### src/rtl/spi_slave_pkg.sv
`default_nettype none
// ---- RAM_shared_pkg / spi_shared_pkg: shared widths, command codes, FSM states -- rev 1.0 ----
package RAM_shared_pkg;
   localparam int         ADDR_SIZE   = 8;
   localparam logic [1:0] CMD_WR_ADDR = 2'b00;
   localparam logic [1:0] CMD_WR_DATA = 2'b01;
   localparam logic [1:0] CMD_RD_ADDR = 2'b10;
   localparam logic [1:0] CMD_RD_DATA = 2'b11;
endpackage

package spi_shared_pkg;
   typedef enum logic [2:0] {
      IDLE      = 3'd0,
      CHK_CMD   = 3'd1,
      WRITE     = 3'd2,
      READ_ADD  = 3'd3,
      READ_DATA = 3'd4
   } state_e;
endpackage
`default_nettype wire

### src/rtl/spi_slave_if.sv
`default_nettype none
// ---- spi_slave_if: SPI pins plus RAM-side rx/tx handshake -- rev 1.0 ----
interface spi_slave_if #(
   parameter int ADDR_SIZE = RAM_shared_pkg::ADDR_SIZE
);
   logic                 SS_n;
   logic                 MOSI;
   logic                 MISO;
   logic                 tx_valid;
   logic [ADDR_SIZE-1:0] tx_data;
   logic                 rx_valid;
   logic [ADDR_SIZE+1:0] rx_data;

   modport slave  (input  SS_n, MOSI, tx_valid, tx_data, output MISO, rx_valid, rx_data);
   modport master (output SS_n, MOSI, tx_valid, tx_data, input  MISO, rx_valid, rx_data);
endinterface
`default_nettype wire

### src/rtl/spi_slave_tx_serializer.sv
`default_nettype none
// ---- spi_tx_serializer: loads a RAM byte and shifts it out MSB first, one bit per cycle -- rev 1.0 ----
module spi_tx_serializer #(
   parameter int W = 8
) (
   input  logic         clk,
   input  logic         rst,
   input  logic         clear_i,
   input  logic         load_i,
   input  logic [W-1:0] data_i,
   output logic         miso_o
);
   localparam int CW = $clog2(W + 1);

   logic [W-1:0]  shreg_q, shreg_d;
   logic [CW-1:0] cnt_q, cnt_d;
   logic          miso_q, miso_d;

   always_comb begin
      shreg_d = shreg_q;
      cnt_d   = cnt_q;
      miso_d  = 1'b0;
      if (clear_i) begin
         shreg_d = '0;
         cnt_d   = '0;
      end else if (load_i) begin
         shreg_d = data_i;
         cnt_d   = CW'(W);
      end else if (cnt_q != '0) begin
         miso_d  = shreg_q[W-1];
         shreg_d = {shreg_q[W-2:0], 1'b0};
         cnt_d   = cnt_q - CW'(1);
      end
   end

   always_ff @(posedge clk or posedge rst) begin
      if (rst) begin
         shreg_q <= '0;
         cnt_q   <= '0;
         miso_q  <= 1'b0;
      end else begin
         shreg_q <= shreg_d;
         cnt_q   <= cnt_d;
         miso_q  <= miso_d;
      end
   end

   assign miso_o = miso_q;
endmodule
`default_nettype wire

### src/rtl/spi_slave.sv
`default_nettype none
// ---- spi_slave: deserialises 10-bit MOSI frames for the RAM and returns read data on MISO -- rev 1.0 ----
module spi_slave
   import RAM_shared_pkg::*;
   import spi_shared_pkg::*;
#(
   parameter int ADDR_SIZE = RAM_shared_pkg::ADDR_SIZE
) (
   input logic       clk,
   input logic       rst,
   spi_slave_if.slave bus
);
   localparam int            FW       = ADDR_SIZE + 2;
   localparam int            CW       = $clog2(FW + 1);
   localparam logic [CW-1:0] CNT_LAST = CW'(FW - 1);
   localparam logic [CW-1:0] CNT_FULL = CW'(FW);

   state_e         state_q, state_d;
   logic [FW-2:0]  shift_q, shift_d;
   logic [FW-1:0]  rx_data_q, rx_data_d;
   logic [CW-1:0]  cnt_q, cnt_d;
   logic           rx_valid_q, rx_valid_d;
   logic           rd_addr_q, rd_addr_d;
   logic           tx_wait_q, tx_wait_d;
   logic           tx_load, tx_clear;
   logic           miso_w;
   logic [FW-1:0]  frame_w;

   assign frame_w = {shift_q, bus.MOSI};

   always_comb begin
      state_d    = state_q;
      shift_d    = shift_q;
      rx_data_d  = rx_data_q;
      cnt_d      = cnt_q;
      rx_valid_d = 1'b0;
      rd_addr_d  = rd_addr_q;
      tx_wait_d  = tx_wait_q;
      tx_load    = 1'b0;
      tx_clear   = 1'b0;
      if (bus.SS_n) begin
         state_d   = IDLE;
         cnt_d     = '0;
         tx_wait_d = 1'b0;
         tx_clear  = 1'b1;
      end else begin
         case (state_q)
            IDLE: state_d = CHK_CMD;
            CHK_CMD: begin
               shift_d = frame_w[FW-2:0];
               cnt_d   = CW'(1);
               if (!bus.MOSI)     state_d = WRITE;
               else if (rd_addr_q) state_d = READ_DATA;
               else               state_d = READ_ADD;
            end
            WRITE, READ_ADD, READ_DATA: begin
               if (cnt_q < CNT_FULL) begin
                  shift_d = frame_w[FW-2:0];
                  cnt_d   = cnt_q + CW'(1);
                  if (cnt_q == CNT_LAST) begin
                     rx_data_d  = frame_w;
                     rx_valid_d = 1'b1;
                     if (frame_w[FW-1 -: 2] == CMD_RD_ADDR)      rd_addr_d = 1'b1;
                     else if (frame_w[FW-1 -: 2] == CMD_RD_DATA) rd_addr_d = 1'b0;
                     tx_wait_d = (state_q == READ_DATA);
                  end
               end else if (tx_wait_q && bus.tx_valid) begin
                  // Only the first tx_valid sample after the frame is taken.
                  tx_load   = 1'b1;
                  tx_wait_d = 1'b0;
               end
            end
            default: state_d = IDLE;
         endcase
      end
   end

   always_ff @(posedge clk or posedge rst) begin
      if (rst) begin
         state_q    <= IDLE;
         shift_q    <= '0;
         rx_data_q  <= '0;
         cnt_q      <= '0;
         rx_valid_q <= 1'b0;
         rd_addr_q  <= 1'b0;
         tx_wait_q  <= 1'b0;
      end else begin
         state_q    <= state_d;
         shift_q    <= shift_d;
         rx_data_q  <= rx_data_d;
         cnt_q      <= cnt_d;
         rx_valid_q <= rx_valid_d;
         rd_addr_q  <= rd_addr_d;
         tx_wait_q  <= tx_wait_d;
      end
   end

   spi_tx_serializer #(.W(ADDR_SIZE)) u_tx (
      .clk    (clk),
      .rst    (rst),
      .clear_i(tx_clear),
      .load_i (tx_load),
      .data_i (bus.tx_data),
      .miso_o (miso_w)
   );

   assign bus.MISO     = miso_w;
   assign bus.rx_valid = rx_valid_q;
   assign bus.rx_data  = rx_data_q;
endmodule
`default_nettype wire

### src/flat_wrapper.sv
// flat-port wrapper written by rule: the top's interface ports become plain ports
module spi_slave_flat import RAM_shared_pkg::*; import spi_shared_pkg::*;
#(
   parameter int ADDR_SIZE = RAM_shared_pkg::ADDR_SIZE
)
  (clk, rst, bus_SS_n, bus_MOSI, bus_tx_valid, bus_tx_data, bus_MISO, bus_rx_valid, bus_rx_data);
  spi_slave_if #(.ADDR_SIZE(ADDR_SIZE)) bus_i ();
  input logic clk;
  input logic rst;
  input wire logic [$bits(bus_i.SS_n)-1:0] bus_SS_n;
  input wire logic [$bits(bus_i.MOSI)-1:0] bus_MOSI;
  input wire logic [$bits(bus_i.tx_valid)-1:0] bus_tx_valid;
  input wire logic [$bits(bus_i.tx_data)-1:0] bus_tx_data;
  output wire logic [$bits(bus_i.MISO)-1:0] bus_MISO;
  output wire logic [$bits(bus_i.rx_valid)-1:0] bus_rx_valid;
  output wire logic [$bits(bus_i.rx_data)-1:0] bus_rx_data;
  assign bus_i.SS_n = bus_SS_n;
  assign bus_i.MOSI = bus_MOSI;
  assign bus_i.tx_valid = bus_tx_valid;
  assign bus_i.tx_data = bus_tx_data;
  assign bus_MISO = bus_i.MISO;
  assign bus_rx_valid = bus_i.rx_valid;
  assign bus_rx_data = bus_i.rx_data;
  spi_slave #(.ADDR_SIZE(ADDR_SIZE)) u_core (.clk(clk), .rst(rst), .bus(bus_i));
endmodule
### config.mk
export PLATFORM = sky130hd
export DESIGN_NAME = spi_slave_flat
export DESIGN_NICKNAME = d
export VERILOG_FILES = /design/src/rtl/spi_slave_pkg.sv /design/src/rtl/spi_slave_if.sv /design/src/rtl/spi_slave_tx_serializer.sv /design/src/rtl/spi_slave.sv /design/src/flat_wrapper.sv
export SDC_FILE = /design/constraint.sdc
export NUM_CORES = 1
export LEC_CHECK = 0
export CAP_MARGIN = 5
export CORE_ASPECT_RATIO = 0.5
export CORE_MARGIN = 2
export CORE_UTILIZATION = 38
export CTS_CLUSTER_DIAMETER = 40
export DETAILED_ROUTE_END_ITERATION = 10
export PLACE_DENSITY = 0.65
export SYNTH_ARGS = -nofsm -noshare
export SYNTH_HDL_FRONTEND = slang
export SYNTH_SLANG_ARGS = --single-unit
### constraint.sdc
create_clock -name clk -period 3.5 [get_ports clk]
set_input_delay 0.875 -clock clk [delete_from_list [all_inputs] [get_ports clk]]
set_output_delay 0.875 -clock clk [all_outputs]
set_load 0.02 [all_outputs]
# ---- Yosys cells after proc, flatten, opt, wreduce, memory -nomap -nowiden
# Index checks and enable logic that the tools add are counted.
dict set report word_totals {
  register_bits 42
  in_bits 13
  elab_cells 74
}
dict set report op_classes {
  add_sub_neg 2
  magnitude_cmp 1
  eq_ne 11
  n_mux 34
  bitwise 1
  reduce_logical 15
}
# op count
set ops {}
lappend ops {{8-bit two-way mux} 3}
lappend ops {{4-bit two-way mux} 5}
lappend ops {{1-bit two-way mux} 19}
lappend ops {{9-bit case mux with 2 select lines} 1}
lappend ops {{3-bit two-way mux} 3}
lappend ops {{9-bit two-way mux} 1}
lappend ops {{3-bit case mux with 3 select lines} 1}
lappend ops {{3-bit nonzero test} 3}
lappend ops {{4-bit case mux with 2 select lines} 1}
lappend ops {{3-bit by 2-bit equality test with 1-bit output (second input constant)} 2}
lappend ops {{3-bit AND reduction} 2}
lappend ops {{2-bit nonzero test} 3}
lappend ops {{5-bit AND reduction} 1}
lappend ops {{4-bit by 1-bit adder with 4-bit output (second input constant)} 1}
lappend ops {{2-bit equality test (second input constant)} 2}
lappend ops {{4-bit equality test (second input constant)} 1}
lappend ops {{4-bit less-than comparator (second input constant)} 1}
lappend ops {{4-bit AND reduction} 1}
lappend ops {{4-bit nonzero test} 1}
lappend ops {{4-bit by 1-bit subtractor with 4-bit output (second input constant)} 1}
lappend ops {{3-bit by 1-bit equality test with 1-bit output (second input constant)} 1}
lappend ops {{3-bit equality test (second input constant)} 1}
lappend ops {{3-bit logical NOT} 1}
lappend ops {{3-bit by 2-bit != test with 1-bit output (second input constant)} 1}
lappend ops {{7 further kinds} 7}

# ---- Depth between registers and ports, before layout
# Gate-level depths: netlist (run 1).
dict set report depth {
  word_depth 7
  ltp_mapped 7
  mapped_depth_nobuf 6
}

# ---- Hierarchy
# Synthesis (run 1) repeated with hierarchy kept, for this count alone.
dict set report unflattened {
  cells_unflattened 178
  area_unflattened_um2 2100.8
}
# module instances cells_each area_each_um2
set by_module_without_submodules {}
lappend by_module_without_submodules {spi_slave 1 113 1432.6}
lappend by_module_without_submodules {spi_tx_serializer 1 65 668.1}

# ---- Least setup slack after synthesis (run 1)
# Ideal clock, no wire load.
dict set report synth_path {
  path_type {input port to flip-flop}
  startpoint {in bus_SS_n}
  endpoint {reg u_core.rx_data_q[1], in the netlist u_core.bus.rx_data[1]}
  setup_time_ps 125
  arrival_time_ps 1846
  setup_slack_ps 1530
  cell_stages 4
  n_path_buf 2
  path_cell_list {buf_2 -> nor4_2 -> buf_4 -> mux2_2}
}
dict set report synth_via {
  elab_chain_len 2
}
# element line_no
set synth_lines {}
lappend synth_lines {{start: declaration} flat_wrapper.sv:10} ;# input wire logic [$bits(bus_i.SS_n)-1:0] bus_SS_n;
lappend synth_lines {{1-bit inverter (no source line)} n/a}
lappend synth_lines {{4-bit AND reduction (no source line)} n/a}
lappend synth_lines {{end signal: assignment} spi_slave.sv:90} ;# rx_data_q <= rx_data_d;
lappend synth_lines {{end: declaration} spi_slave.sv:20} ;# logic [FW-1:0] rx_data_q, rx_data_d;
# No other way between the ends.
# A chain may end at the register's enable or synchronous reset.

# ---- Worst setup path in the final report (run 1)
dict set report layout_path {
  startpoint {reg u_core.rx_data_q[6], in the netlist u_core.bus.rx_data[6]}
  endpoint {out bus_rx_data[6]}
}
# element line_no
set layout_rtl {}
lappend layout_rtl {{end: declaration} flat_wrapper.sv:16} ;# output wire logic [$bits(bus_i.rx_data)-1:0] bus_rx_data;
# No word-level cell between the ends.

==> out/summary.log, run 1 <==
qor: logic_synthesis.ys_seq_elements 42
qor: timing.timing.final.crit_share 0.608
qor: worst_setup_path.criticalPathCategory reg2out
qor: clock_tree.cts.clk_slew.worst_paths 0.08 ns
qor: logic_synthesis.yosys_warnings 0
qor: job.cap_viol_max_count 0
qor: run_status.status complete, no violations
qor: logic_synthesis.synth_area_per_cell 12.0 um2
qor: logic_synthesis.syn-cell-area 2000 um2
qor: worst_setup_path.critical_path.cell_chain clkdlybuf4s50_1
qor: clock_tree.ctsHoldBuffers 0
qor: worst_setup_path.critical_path_peak_fanout 2
qor: timing.fin_worst_skew 0.00568 ns
qor: floorplanning.die_area 5880 um2
qor: placed_design.place.gp.congestion 0.766
qor: placed_design.io_buffer_count 24
qor: layout.layout.cells.most_common dfrtp_1
qor: global_route.global_route.overflow_total 0
qor: layout.final_cell_mix dfrtp_1, clkdlybuf4s50_1, mux2_2, a21oi_1, nor2_1
qor: global_route.grt_antenna_before_repair 0
qor: timing.final-hold-violation-count 0
qor: worst_setup_path.cp_slowest_cell clkdlybuf4s50_1
qor: worst_setup_path.worstSetupStartpointType register
qor: global_route.grt_pass1_vias 1421
qor: global_route.grt_first_pass_wirelength 6200 um
qor: clock_tree.post_cts.resized_instances 0
qor: clock_tree.cts_tree built
qor: clock_tree.clk_root_buffer_cell clkbuf_8
qor: layout.layout.filler_cells 454
qor: route.drc 0
qor: layout.antenna-diode-count 0
qor: global_route.grt_start_max_net_pins 43
qor: worst_setup_path.cpLargestDelayFamily buffers and inverters
qor: timing.setup-tns-final 0 ns
qor: timing.worst_pin_slew 0.984 ns
qor: worst_setup_path.crit_end_element output pin
qor: worst_hold_path.hold_class reg2reg
qor: clock_tree.cts_buffers 5
qor: timing.timing.max_slew.rel_slack 0.341
qor: route.avgViaCountPerCell 5.03
qor: clock_tree.clkLatencyLatePin 0.30 ns
qor: clock_tree.number_of_levels_the_h_tree_was_split_into 2
qor: layout.layout-area-overhead-vs-synth 19.7%
qor: timing.unrepaired_setup_endpoints_after_global_routing no
qor: route.postRouteWirelength 3470 um
qor: route.antenna_violating_nets_post_route 0
qor: layout.drive_above_1_share 0.233
qor: worst_setup_path.worst-endpoint-arrival 1.25 ns
qor: timing.setup_viol 0
qor: floorplanning.core_footprint 5000 um2
qor: floorplanning.die-height 55.2 um
qor: logic_synthesis.syn_nets 183
qor: route.vias 1324
qor: global_route.gr-usage-all-layers 0.133
qor: clock_tree.post_cts_buffers 0
qor: worst_setup_path.r2r_setup_slack 1.49 ns
qor: route.iteration_0_drc_count_of_the_detailed_router 55
qor: worst_setup_path.crit_path_max_incr_delay 0.60 ns
qor: timing.hold_ws 0.507 ns
qor: floorplanning.pin_count 25
qor: worst_setup_path.critical_path_required 2.62 ns
qor: timing.fin_crit 2.13 ns
qor: timing.timing.final.max_slew_violations 0
qor: logic_synthesis.synth_cell_types 39
qor: floorplanning.die-width 106 um
qor: clock_tree.max_root_sink_buffers 2
qor: layout.final_net_count 209
qor: route.routed_wire_length_per_instance 13.2 um
qor: floorplanning.floorplan.initialDensity 0.399
qor: pwr.total_leakage_power 1.03 nW
qor: worst_setup_path.crit_buf_inv 1
qor: route.drt_first_pass_iters 4
qor: pwr.power_per_cell_area 531 nW/um2
qor: pwr.ir_worst_vdd 0.000180 V
qor: logic_synthesis.syn-instance-count 166
qor: logic_synthesis.synth_sequential_area_ratio 0.527
qor: floorplanning.number_of_rows_in_the_core_area 18
qor: timing.maxClockFrequency 0.470 GHz
qor: placed_design.detailed_place_hpwl 2300 um
qor: clock_tree.tritoncts_num_sinks 42
cells in the mapped netlist:
cell	count	area, um2
nand2_1	6	22.5
nor4bb_1	1	10.0
nor2_1	10	37.5
a21o_2	1	8.76
a211o_1	1	8.76
a211oi_1	3	22.5
mux2i_1	8	80.1
nand3b_1	1	7.51
nor4_2	1	12.5
or3b_4	1	11.3
xnor2_1	1	8.76
o21ai_0	3	15.0
mux2_1	1	11.3
buf_1	2	7.51
a21oi_1	10	50.1
a211oi_2	7	87.6
nor3b_4	1	18.8
a2bb2oi_1	1	8.76
o21a_1	1	7.51
dfrtp_1	42	1050
a21oi_4	1	16.3
a31oi_1	2	12.5
buf_6	1	11.3
nor3_1	6	30.0
nor2_2	1	6.26
nor2b_1	1	6.26
nand2b_1	3	18.8
buf_4	1	7.51
or3_2	1	7.51
a2111oi_0	1	8.76
buf_2	4	20.0
ha_1	4	50.1
o21ai_2	1	8.76
nor3b_2	1	12.5
nor4b_1	1	8.76
mux2_2	18	203
nand3_1	7	35.0
inv_1	7	26.3
or3_1	3	18.8
power by group:
part	switching, mW	internal [mW]
logic	0.158	0.166
clock network	0.172	0.140
registers	0.0690	0.564
registers in the layout, indices dropped and copies added (netlist names):
name                 count
u_core.tx_wait_q         1
u_core.shift_q           9
u_core.cnt_q             4
u_core.u_tx.miso_o       1
u_core.bus.rx_valid      1
u_core.state_q           3
u_core.bus.rx_data      10
u_core.u_tx.cnt_q        4
u_core.rd_addr_q         1
u_core.u_tx.shreg_q      8
worst paths after layout:
path	cells after the start	startpoint	to
max in group asynchronous	3	rst	u_core.cnt_q[3]
min in group asynchronous	3	rst	u_core.u_tx.shreg_q[3]
worst min register to register	1	u_core.bus.rx_data[0]	u_core.bus.rx_data[0]
worst max register to register	5	u_core.u_tx.cnt_q[0]	u_core.u_tx.shreg_q[5]
worst max-delay path	1	u_core.bus.rx_data[6]	bus_rx_data[6]
worst min-delay path	1	u_core.bus.rx_data[0]	u_core.bus.rx_data[0]
cells by family (layout without fill, tap and decap cells):
group,Yosys count,count (layout),synth area share
multiplexers,27,27,0.147
XOR/XNOR,1,1,0.00439
adder cells (fa/ha/maj),4,4,0.0251
AND/OR/NAND/NOR,45,45,0.132
AO/OA/AOI/OAI,32,32,0.128
buffers and inverters,15,42,0.0364
flip-flops,42,42,0.527
metrics by stage:
step	cell area (um2)	util	power, mW	setup WS [ns]	cells
global route	2390	0.478	1.36	1.25	263
detailed placement	2300	0.460	0.970	1.14	255
floorplan	2000	-	0.898	1.53	166
finish	2390	0.478	1.27	1.37	263
global placement	2300	0.460	0.959	1.16	255
CTS	2390	0.478	1.29	1.35	263
layer usage:
layer  up-vias  wire, um  global-route usage  part of all wire
met5         -         0                   0                 0
met3         6       114              0.0401             0.033
met1       654      1700               0.163              0.49
met2        16      1610               0.222              0.46
li1        648         -                   -                 -
met4         0        52              0.0557             0.015
final cells by class:
type                            count  area, um2  share of cell area
Clock buffer                        5       68.8              0.0288
Clock inverter                      3       21.3             0.00890
Inverter                            7       26.3              0.0110
Multi-Input combinational cell    109        872               0.365
Sequential cell                    42       1050               0.440
Tap cell                           70       87.6              0.0366
Timing Repair Buffer               27        263               0.110
No activity file was read; power rests on OpenSTA's default activity.
==> run 2: changes to the inputs <==
- PLACE_DENSITY: 0.65 -> 0.67
- clock period: 3.5 -> 1.7 ns (I/O delays scaled with it)
==> out/summary.log, run 2 (synthesis gave the netlist of run 1 again) <==
qor: route.postRouteWirelength 3640 um [was 3470 um]
qor: route.routed_wire_length_per_instance 12.8 um [was 13.2 um]
qor: route.drc 0 [unchanged]
qor: route.drt_first_pass_iters 4 [unchanged]
qor: layout.final_cell_mix dfrtp_1, buf_4, mux2_2, clkdlybuf4s50_1 [was dfrtp_1, clkdlybuf4s50_1, mux2_2, a21oi_1, nor2_1]
qor: worst_setup_path.r2r_setup_slack 0.03 ns [was 1.49 ns]
qor: global_route.global_route.overflow_total 0 [unchanged]
qor: layout.multi_input_gate_area 872 um2 [unchanged]
qor: clock_tree.post_cts_buffers 0 [unchanged]
qor: timing.unrepaired_setup_endpoints_after_global_routing yes [was no]
qor: worst_setup_path.worstSetupStartpointType register [unchanged]
qor: timing.final-hold-violation-count 0 [unchanged]
qor: timing.hold_ws 0.504 ns [was 0.507 ns]
qor: worst_setup_path.timing.rr.end u_core.shift_q[7] [was u_core.u_tx.shreg_q[5]]
qor: timing.timing.final.max_slew_violations 0 [unchanged]
qor: global_route.grt_first_pass_wirelength 6580 um [was 6200 um]
qor: layout.final_net_count 230 [was 209]
qor: worst_setup_path.crit_end_element register [was output pin]
qor: clock_tree.tritoncts_num_sinks 42 [unchanged]
qor: worst_setup_path.endpoint u_core.shift_q[7] [was bus_rx_data[6]]
qor: timing.fin_crit 1.67 ns
qor: layout.layout.cells.most_common dfrtp_1 [unchanged]
qor: route.antenna_violating_nets_post_route 0 [unchanged]
qor: global_route.gr-usage-all-layers 0.140 [was 0.133]
qor: worst_setup_path.criticalPathCategory reg2reg [was reg2out]
qor: floorplanning.pin_count 25 [unchanged]
qor: global_route.grt_pass1_vias 1439 [was 1421]
qor: global_route.grt_start_max_net_pins 43 [unchanged]
qor: worst_setup_path.worstSetupStartpoint u_core.cnt_q[2] [was u_core.bus.rx_data[6]]
qor: layout.final_cell_count_no_fill 284 [was 263]
qor: clock_tree.clkLatencyLatePin 0.29 ns [was 0.30 ns]
qor: timing.finalWorstSetupSlack 0.0281 ns [was 1.37 ns]
qor: floorplanning.floorplan.initialDensity 0.399 [unchanged]
qor: worst_setup_path.crit_path_max_incr_delay 0.43 ns [was 0.60 ns]
qor: worst_hold_path.hold_class in2async [was reg2reg]
qor: placed_design.io_buffer_count 24 [unchanged]
qor: worst_setup_path.worst-endpoint-arrival 1.85 ns [was 1.25 ns]
qor: placed_design.postPlaceCellArea 2480 um2 [was 2300 um2]
qor: timing.timing.final.crit_share 0.983
qor: worst_setup_path.critical_path.cell_chain o21ai_0, o21ai_2, a21oi_4, buf_12, mux2_2 [was clkdlybuf4s50_1]
qor: pwr.total_leakage_power 1.25 nW [was 1.03 nW]
qor: worst_setup_path.critical_path_peak_fanout 9 [was 2]
qor: timing.setup_viol 0 [unchanged]
qor: floorplanning.die-width 106 um [unchanged]
qor: run_status.status complete, no violations [unchanged]
qor: job.cap_viol_max_count 0 [unchanged]
qor: clock_tree.cts.clk_slew.worst_paths 0.08 ns [about the same]
qor: worst_setup_path.cp_slowest_cell dfrtp_1 [was clkdlybuf4s50_1]
qor: clock_tree.clk_root_buffer_cell clkbuf_8 [unchanged]
qor: clock_tree.max_root_sink_buffers 2 [unchanged]
qor: floorplanning.number_of_rows_in_the_core_area 18 [unchanged]
qor: layout.final_standard_cell_area_without_fillers 2590 um2 [was 2390 um2]
qor: worst_setup_path.r2r-start u_core.cnt_q[2] [was u_core.u_tx.cnt_q[0]]
qor: timing.fin_worst_skew 0.00489 ns [was 0.00568 ns]
qor: pwr.power_per_cell_area 1110 nW/um2 [was 531 nW/um2]
qor: route.iteration_0_drc_count_of_the_detailed_router 65 [was 55]
qor: global_route.grt_antenna_before_repair 0 [unchanged]
qor: clock_tree.number_of_levels_the_h_tree_was_split_into 2 [unchanged]
qor: layout.layout.filler_cells 462 [was 454]
qor: route.vias 1344 [was 1324]
qor: route.avgViaCountPerCell 4.73 [was 5.03]
qor: timing.timing.max_slew.rel_slack 0.774 [was 0.341]
qor: placed_design.place.gp.congestion 0.820 [was 0.766]
qor: clock_tree.cts_buffers 5 [unchanged]
qor: clock_tree.ctsHoldBuffers 0 [unchanged]
qor: clock_tree.post_cts.resized_instances 6 [was 0]
qor: floorplanning.die-height 55.2 um [unchanged]
qor: placed_design.detailed_place_hpwl 2580 um [was 2300 um]
qor: worst_setup_path.critical_path_required 1.88 ns [was 2.62 ns]
qor: placed_design.dp_cells 276 [was 255]
qor: worst_setup_path.cpLargestDelayFamily compound AO/OA/AOI/OAI gates [was buffers and inverters]
qor: placed_design.pre_cts_slack -0.142 ns [was 1.14 ns]
qor: floorplanning.die_area 5880 um2 [unchanged]
qor: pwr.ir_worst_vdd 0.000454 V [was 0.000180 V]
qor: worst_setup_path.cp_num_cells 5 [was 1]
qor: floorplanning.core_footprint 5000 um2 [unchanged]
qor: timing.worst_pin_slew 0.330 ns [was 0.984 ns]
qor: layout.register_area 1050 um2 [unchanged]
qor: clock_tree.cts_tree built [unchanged]
qor: worst_setup_path.crit_buf_inv 1 [unchanged]
qor: layout.layout-area-overhead-vs-synth 30.0% [was 19.7%]
qor: layout.largest_register_ffs 10 [unchanged]
qor: layout.antenna-diode-count 0 [unchanged]
qor: timing.maxClockFrequency 0.598 GHz
qor: worst_setup_path.r2r_cells 5 [unchanged]
qor: layout.drive_above_1_share 0.304 [was 0.233]
qor: pwr.post-layout-total-power 2.88 mW [was 1.27 mW]
## run 2: cell count changes in the layout (fill, tap and decap cells not counted)
cell             delta
dlygate4sd2_1       +6
clkinv_2            -1
bufinv_16           +1
buf_4              +19
clkinv_4            -1
clkdlybuf4s50_1    -10
buf_12              +2
dlymetal6s2s_1      +4
clkbuf_1            +1
## run 2: layout make-up
| class | count | share of cell area |
|---|---|---|
| Clock buffer | 6 | 0.0280 |
| Clock inverter | 2 | 0.0145 |
| Inverter | 7 | 0.0101 |
| Multi-Input combinational cell | 109 | 0.336 |
| Sequential cell | 42 | 0.405 |
| Tap cell | 70 | 0.0338 |
| Timing Repair Buffer | 48 | 0.173 |
## run 2: worst min path at each step
stage | depth (start not counted) | endpoint | slack [ns]
after floorplan | 1 | u_core.rd_addr_q | 0.45
after global placement | 1 | u_core.bus.rx_data[0] | 0.47
after detailed placement | 1 | u_core.bus.rx_data[1] | 0.50
after CTS | 3 | u_core.bus.rx_data[0] | 0.51
after global routing | 3 | u_core.state_q[1] | 0.53
final | 3 | u_core.bus.rx_valid | 0.50
## run 2: where the power goes
group / internal (mW) / switching [mW] / leakage, nW
clock network: 0.438 / 0.340 / 0.0514
logic: 0.446 / 0.368 / 0.636
registers: 1.16 / 0.125 / 0.558
total: 2.05 / 0.832 / 1.25
## run 2: per-stage QoR
| step | utilization | setup TNS [ns] |
|---|---|---|
| 2_1_floorplan | - | 0 |
| 3_3_place_gp | 0.496 | -1.64 |
| 3_5_place_dp | 0.496 | -2.17 |
| 4_1_cts | 0.517 | 0 |
| 5_1_grt | 0.519 | -1.46 |
| 6_report | 0.519 | 0 |
## run 2: worst register-to-register path: stages (launching register included)
cell,delay [ns]
dfrtp_1,0.43
o21ai_0,0.32
o21ai_2,0.14
a21oi_4,0.19
buf_12,0.14
mux2_2,0.34
## run 2: routing by layer
layer / global-route usage / routed length (um)
met1: 0.187 / 1830
met2: 0.224 / 1660
met3: 0.0460 / 129
met4: 0.0334 / 32
met5: 0 / 0
==> run 3: changes to the inputs <==
- CTS_CLUSTER_DIAMETER: 40 -> 100
- REMOVE_ABC_BUFFERS: unset -> 1
==> out/summary.log, run 3 (synthesis gave the netlist of run 1 again) <==
qor: route.vias 1403 [was 1344]
qor: worst_setup_path.crit_buf_inv 1 [unchanged]
qor: clock_tree.tritoncts_num_sinks 42 [unchanged]
qor: pwr.post-layout-total-power 2.90 mW [was 2.88 mW]
qor: timing.finalWorstSetupSlack 0.0222 ns [was 0.0281 ns]
qor: pwr.power_switching 856 uW [was 832 uW]
qor: layout.antenna-diode-count 0 [unchanged]
qor: pwr.pwr-share-clk 0.277 [was 0.270]
qor: clock_tree.number_of_levels_the_h_tree_was_split_into 2 [unchanged]
qor: route.avgViaCountPerCell 4.92 [was 4.73]
qor: global_route.grt_antenna_before_repair 0 [unchanged]
qor: layout.final_cell_mix dfrtp_1, buf_4, mux2_2, clkdlybuf4s50_1, a21oi_1 [was dfrtp_1, buf_4, mux2_2, clkdlybuf4s50_1]
qor: timing.setup_viol 0 [unchanged]
qor: route.drc 0 [unchanged]
qor: global_route.grt_start_max_net_pins 43 [unchanged]
qor: placed_design.detailed_place_hpwl 2500 um [was 2580 um]
qor: global_route.grt_pass1_vias 1324 [was 1439]
qor: layout.layout.cells.most_common dfrtp_1 [unchanged]
qor: run_status.status complete, no violations [unchanged]
qor: timing.unrepaired_setup_endpoints_after_global_routing yes [unchanged]
qor: layout.final_cell_count_no_fill 285 [was 284]
qor: worst_setup_path.critical_path_required 1.89 ns [was 1.88 ns]
qor: pwr.comb_power_share 0.278 [was 0.283]
qor: worst_setup_path.timing.rr.end u_core.bus.rx_data[7] [was u_core.shift_q[7]]
qor: worst_setup_path.r2r-start u_core.state_q[1] [was u_core.cnt_q[2]]
qor: floorplanning.core_footprint 5000 um2 [unchanged]
qor: clock_tree.clk_root_buffer_cell clkbuf_8 [unchanged]
qor: worst_setup_path.cpLargestDelayFamily simple AND/OR/NAND/NOR gates [was compound AO/OA/AOI/OAI gates]
qor: timing.timing.max_slew.rel_slack 0.754 [was 0.774]
qor: layout.layout-area-overhead-vs-synth 32.2% [was 30.0%]
qor: clock_tree.clkLatencyLatePin 0.30 ns [was 0.29 ns]
qor: timing.timing.final.crit_share 0.987 [was 0.983]
qor: clock_tree.cts_buffers 5 [unchanged]
qor: timing.final-hold-violation-count 0 [unchanged]
qor: pwr.sw_frac_of_total 0.295 [was 0.289]
qor: floorplanning.die_area 5880 um2 [unchanged]
qor: floorplanning.die-height 55.2 um [unchanged]
qor: placed_design.pre_cts_slack -0.135 ns [was -0.142 ns]
qor: floorplanning.die-width 106 um [unchanged]
qor: worst_setup_path.worstSetupStartpointType register [unchanged]
qor: floorplanning.pin_count 25 [unchanged]
qor: route.drt_first_pass_iters 4 [unchanged]
qor: layout.drive_above_1_share 0.330 [was 0.304]
qor: worst_setup_path.cp_slowest_cell dfrtp_2 [was dfrtp_1]
qor: clock_tree.cts_tree built [unchanged]
qor: route.routed_wire_length_per_instance 12.7 um [was 12.8 um]
qor: worst_setup_path.criticalPathCategory reg2reg [unchanged]
qor: route.iteration_0_drc_count_of_the_detailed_router 43 [was 65]
qor: placed_design.dp_cells 275 [was 276]
qor: pwr.power_per_cell_area 1100 nW/um2 [was 1110 nW/um2]
qor: layout.largest_register_ffs 10 [unchanged]
qor: layout.final_net_count 231 [was 230]
qor: worst_setup_path.critical_path_peak_fanout 6 [was 9]
qor: worst_setup_path.r2r_setup_slack 0.02 ns [was 0.03 ns]
qor: timing.timing.final.max_slew_violations 0 [unchanged]
qor: worst_setup_path.cp_num_cells 5 [unchanged]
qor: route.antenna_violating_nets_post_route 0 [unchanged]
qor: global_route.gr-usage-all-layers 0.136 [was 0.140]
qor: placed_design.io_buffer_count 24 [unchanged]
qor: pwr.intPower 2.05 mW [about the same]
qor: floorplanning.number_of_rows_in_the_core_area 18 [unchanged]
qor: floorplanning.floorplan.initialDensity 0.399 [unchanged]
qor: global_route.grt_first_pass_wirelength 6190 um [was 6580 um]
qor: pwr.total_leakage_power 1.29 nW [was 1.25 nW]
qor: job.cap_viol_max_count 0 [unchanged]
qor: route.postRouteWirelength 3630 um [was 3640 um]
qor: clock_tree.cts.clk_slew.worst_paths 0.09 ns [was 0.08 ns]
qor: timing.fin_crit 1.68 ns [was 1.67 ns]
qor: worst_setup_path.critical_path.cell_chain nor3b_4, nor2_2, nor4_4, buf_4, mux2_2 [was o21ai_0, o21ai_2, a21oi_4, buf_12, mux2_2]
qor: pwr.ir_worst_vdd 0.000527 V [was 0.000454 V]
qor: worst_hold_path.hold_class in2async [unchanged]
qor: timing.fin_worst_skew 0.00799 ns [was 0.00489 ns]
qor: timing.maxClockFrequency 0.596 GHz [was 0.598 GHz]
qor: worst_setup_path.crit_path_max_incr_delay 0.46 ns [was 0.43 ns]
qor: worst_setup_path.endpoint u_core.bus.rx_data[7] [was u_core.shift_q[7]]
qor: clock_tree.max_root_sink_buffers 2 [unchanged]
qor: worst_setup_path.worstSetupStartpoint u_core.state_q[1] [was u_core.cnt_q[2]]
qor: worst_setup_path.crit_end_element register [unchanged]
qor: worst_setup_path.r2r_cells 5 [unchanged]
qor: pwr.power.share.sequential 0.446 [was 0.447]
qor: placed_design.place.gp.congestion 0.794 [was 0.820]
qor: global_route.global_route.overflow_total 0 [unchanged]
qor: worst_setup_path.worst-endpoint-arrival 1.86 ns [was 1.85 ns]
qor: timing.worst_pin_slew 0.365 ns [was 0.330 ns]
## run 3: how the worst min path moves through the flow
stage	startpoint	to	slack, ns	cells after the start
after floorplan	u_core.shift_q[7]	u_core.rd_addr_q	0.45	1
after global placement	u_core.bus.rx_data[0]	u_core.bus.rx_data[0]	0.47	1
after detailed placement	u_core.bus.rx_data[0]	u_core.bus.rx_data[0]	0.48	1
after CTS	rst	u_core.cnt_q[2]	0.48	3
after global routing	u_core.bus.rx_data[0]	u_core.bus.rx_data[0]	0.50	1
final	rst	u_core.cnt_q[2]	0.47	3
## run 3: layout make-up
| cell class | instances | area (um2) |
|---|---|---|
| Fill cell | 455 | 2360 |
| Sequential cell | 42 | 1050 |
| Multi-Input combinational cell | 109 | 886 |
| Timing Repair Buffer | 49 | 472 |
| Tap cell | 70 | 87.6 |
| Clock buffer | 5 | 68.8 |
| Clock inverter | 3 | 43.8 |
| Inverter | 7 | 26.3 |
## run 3: repair_timing
| action | CTS | global route |
|---|---|---|
| hold buffers | 0 | 0 |
| endpoints found under the setup margin | 21 | 27 |
| hold endpoints to repair | 0 | 0 |
| setup buffers | 0 | 1 |
| gates cloned | 0 | 1 |
| pin swaps | 0 | 0 |
| resized for setup | 6 | 12 |
## run 3: power by group through the flow
stage               logic, mW  registers (mW)  clock network [mW]
finish                  0.806            1.29               0.804
floorplan               0.544            1.28                   0
global route            0.897            1.32               0.878
CTS                     0.805            1.29               0.819
global placement        0.783            1.30                   0
detailed placement      0.802            1.31                   0
## run 3: per-layer routing
layer / global-route usage / part of all wire / vias to the layer above
met3: 0.0543 / 0.037 / 7
met2: 0.210 / 0.45 / 20
met1: 0.176 / 0.49 / 680
met5: 0 / 0 / -
li1: - / - / 696
met4: 0.0445 / 0.019 / 0
## run 3: worst reg2reg max path, stage by stage (launching register included)
cell     delay (ns)
dfrtp_2        0.46
nor3b_4        0.24
nor2_2         0.09
nor4_4         0.23
buf_4          0.21
mux2_2         0.34
## run 3: per-stage QoR
stage	area (um2)	hold slack [ns]	utilization	TNS (ns)
3_5_place_dp	2490	0.478	0.497	-2.39
5_1_grt	2640	0.503	0.528	-0.496
6_report	2640	0.474	0.528	0
3_3_place_gp	2490	0.473	0.497	-1.99
4_1_cts	2590	0.482	0.519	-0.0353
2_1_floorplan	1950	0.452	-	-3.91
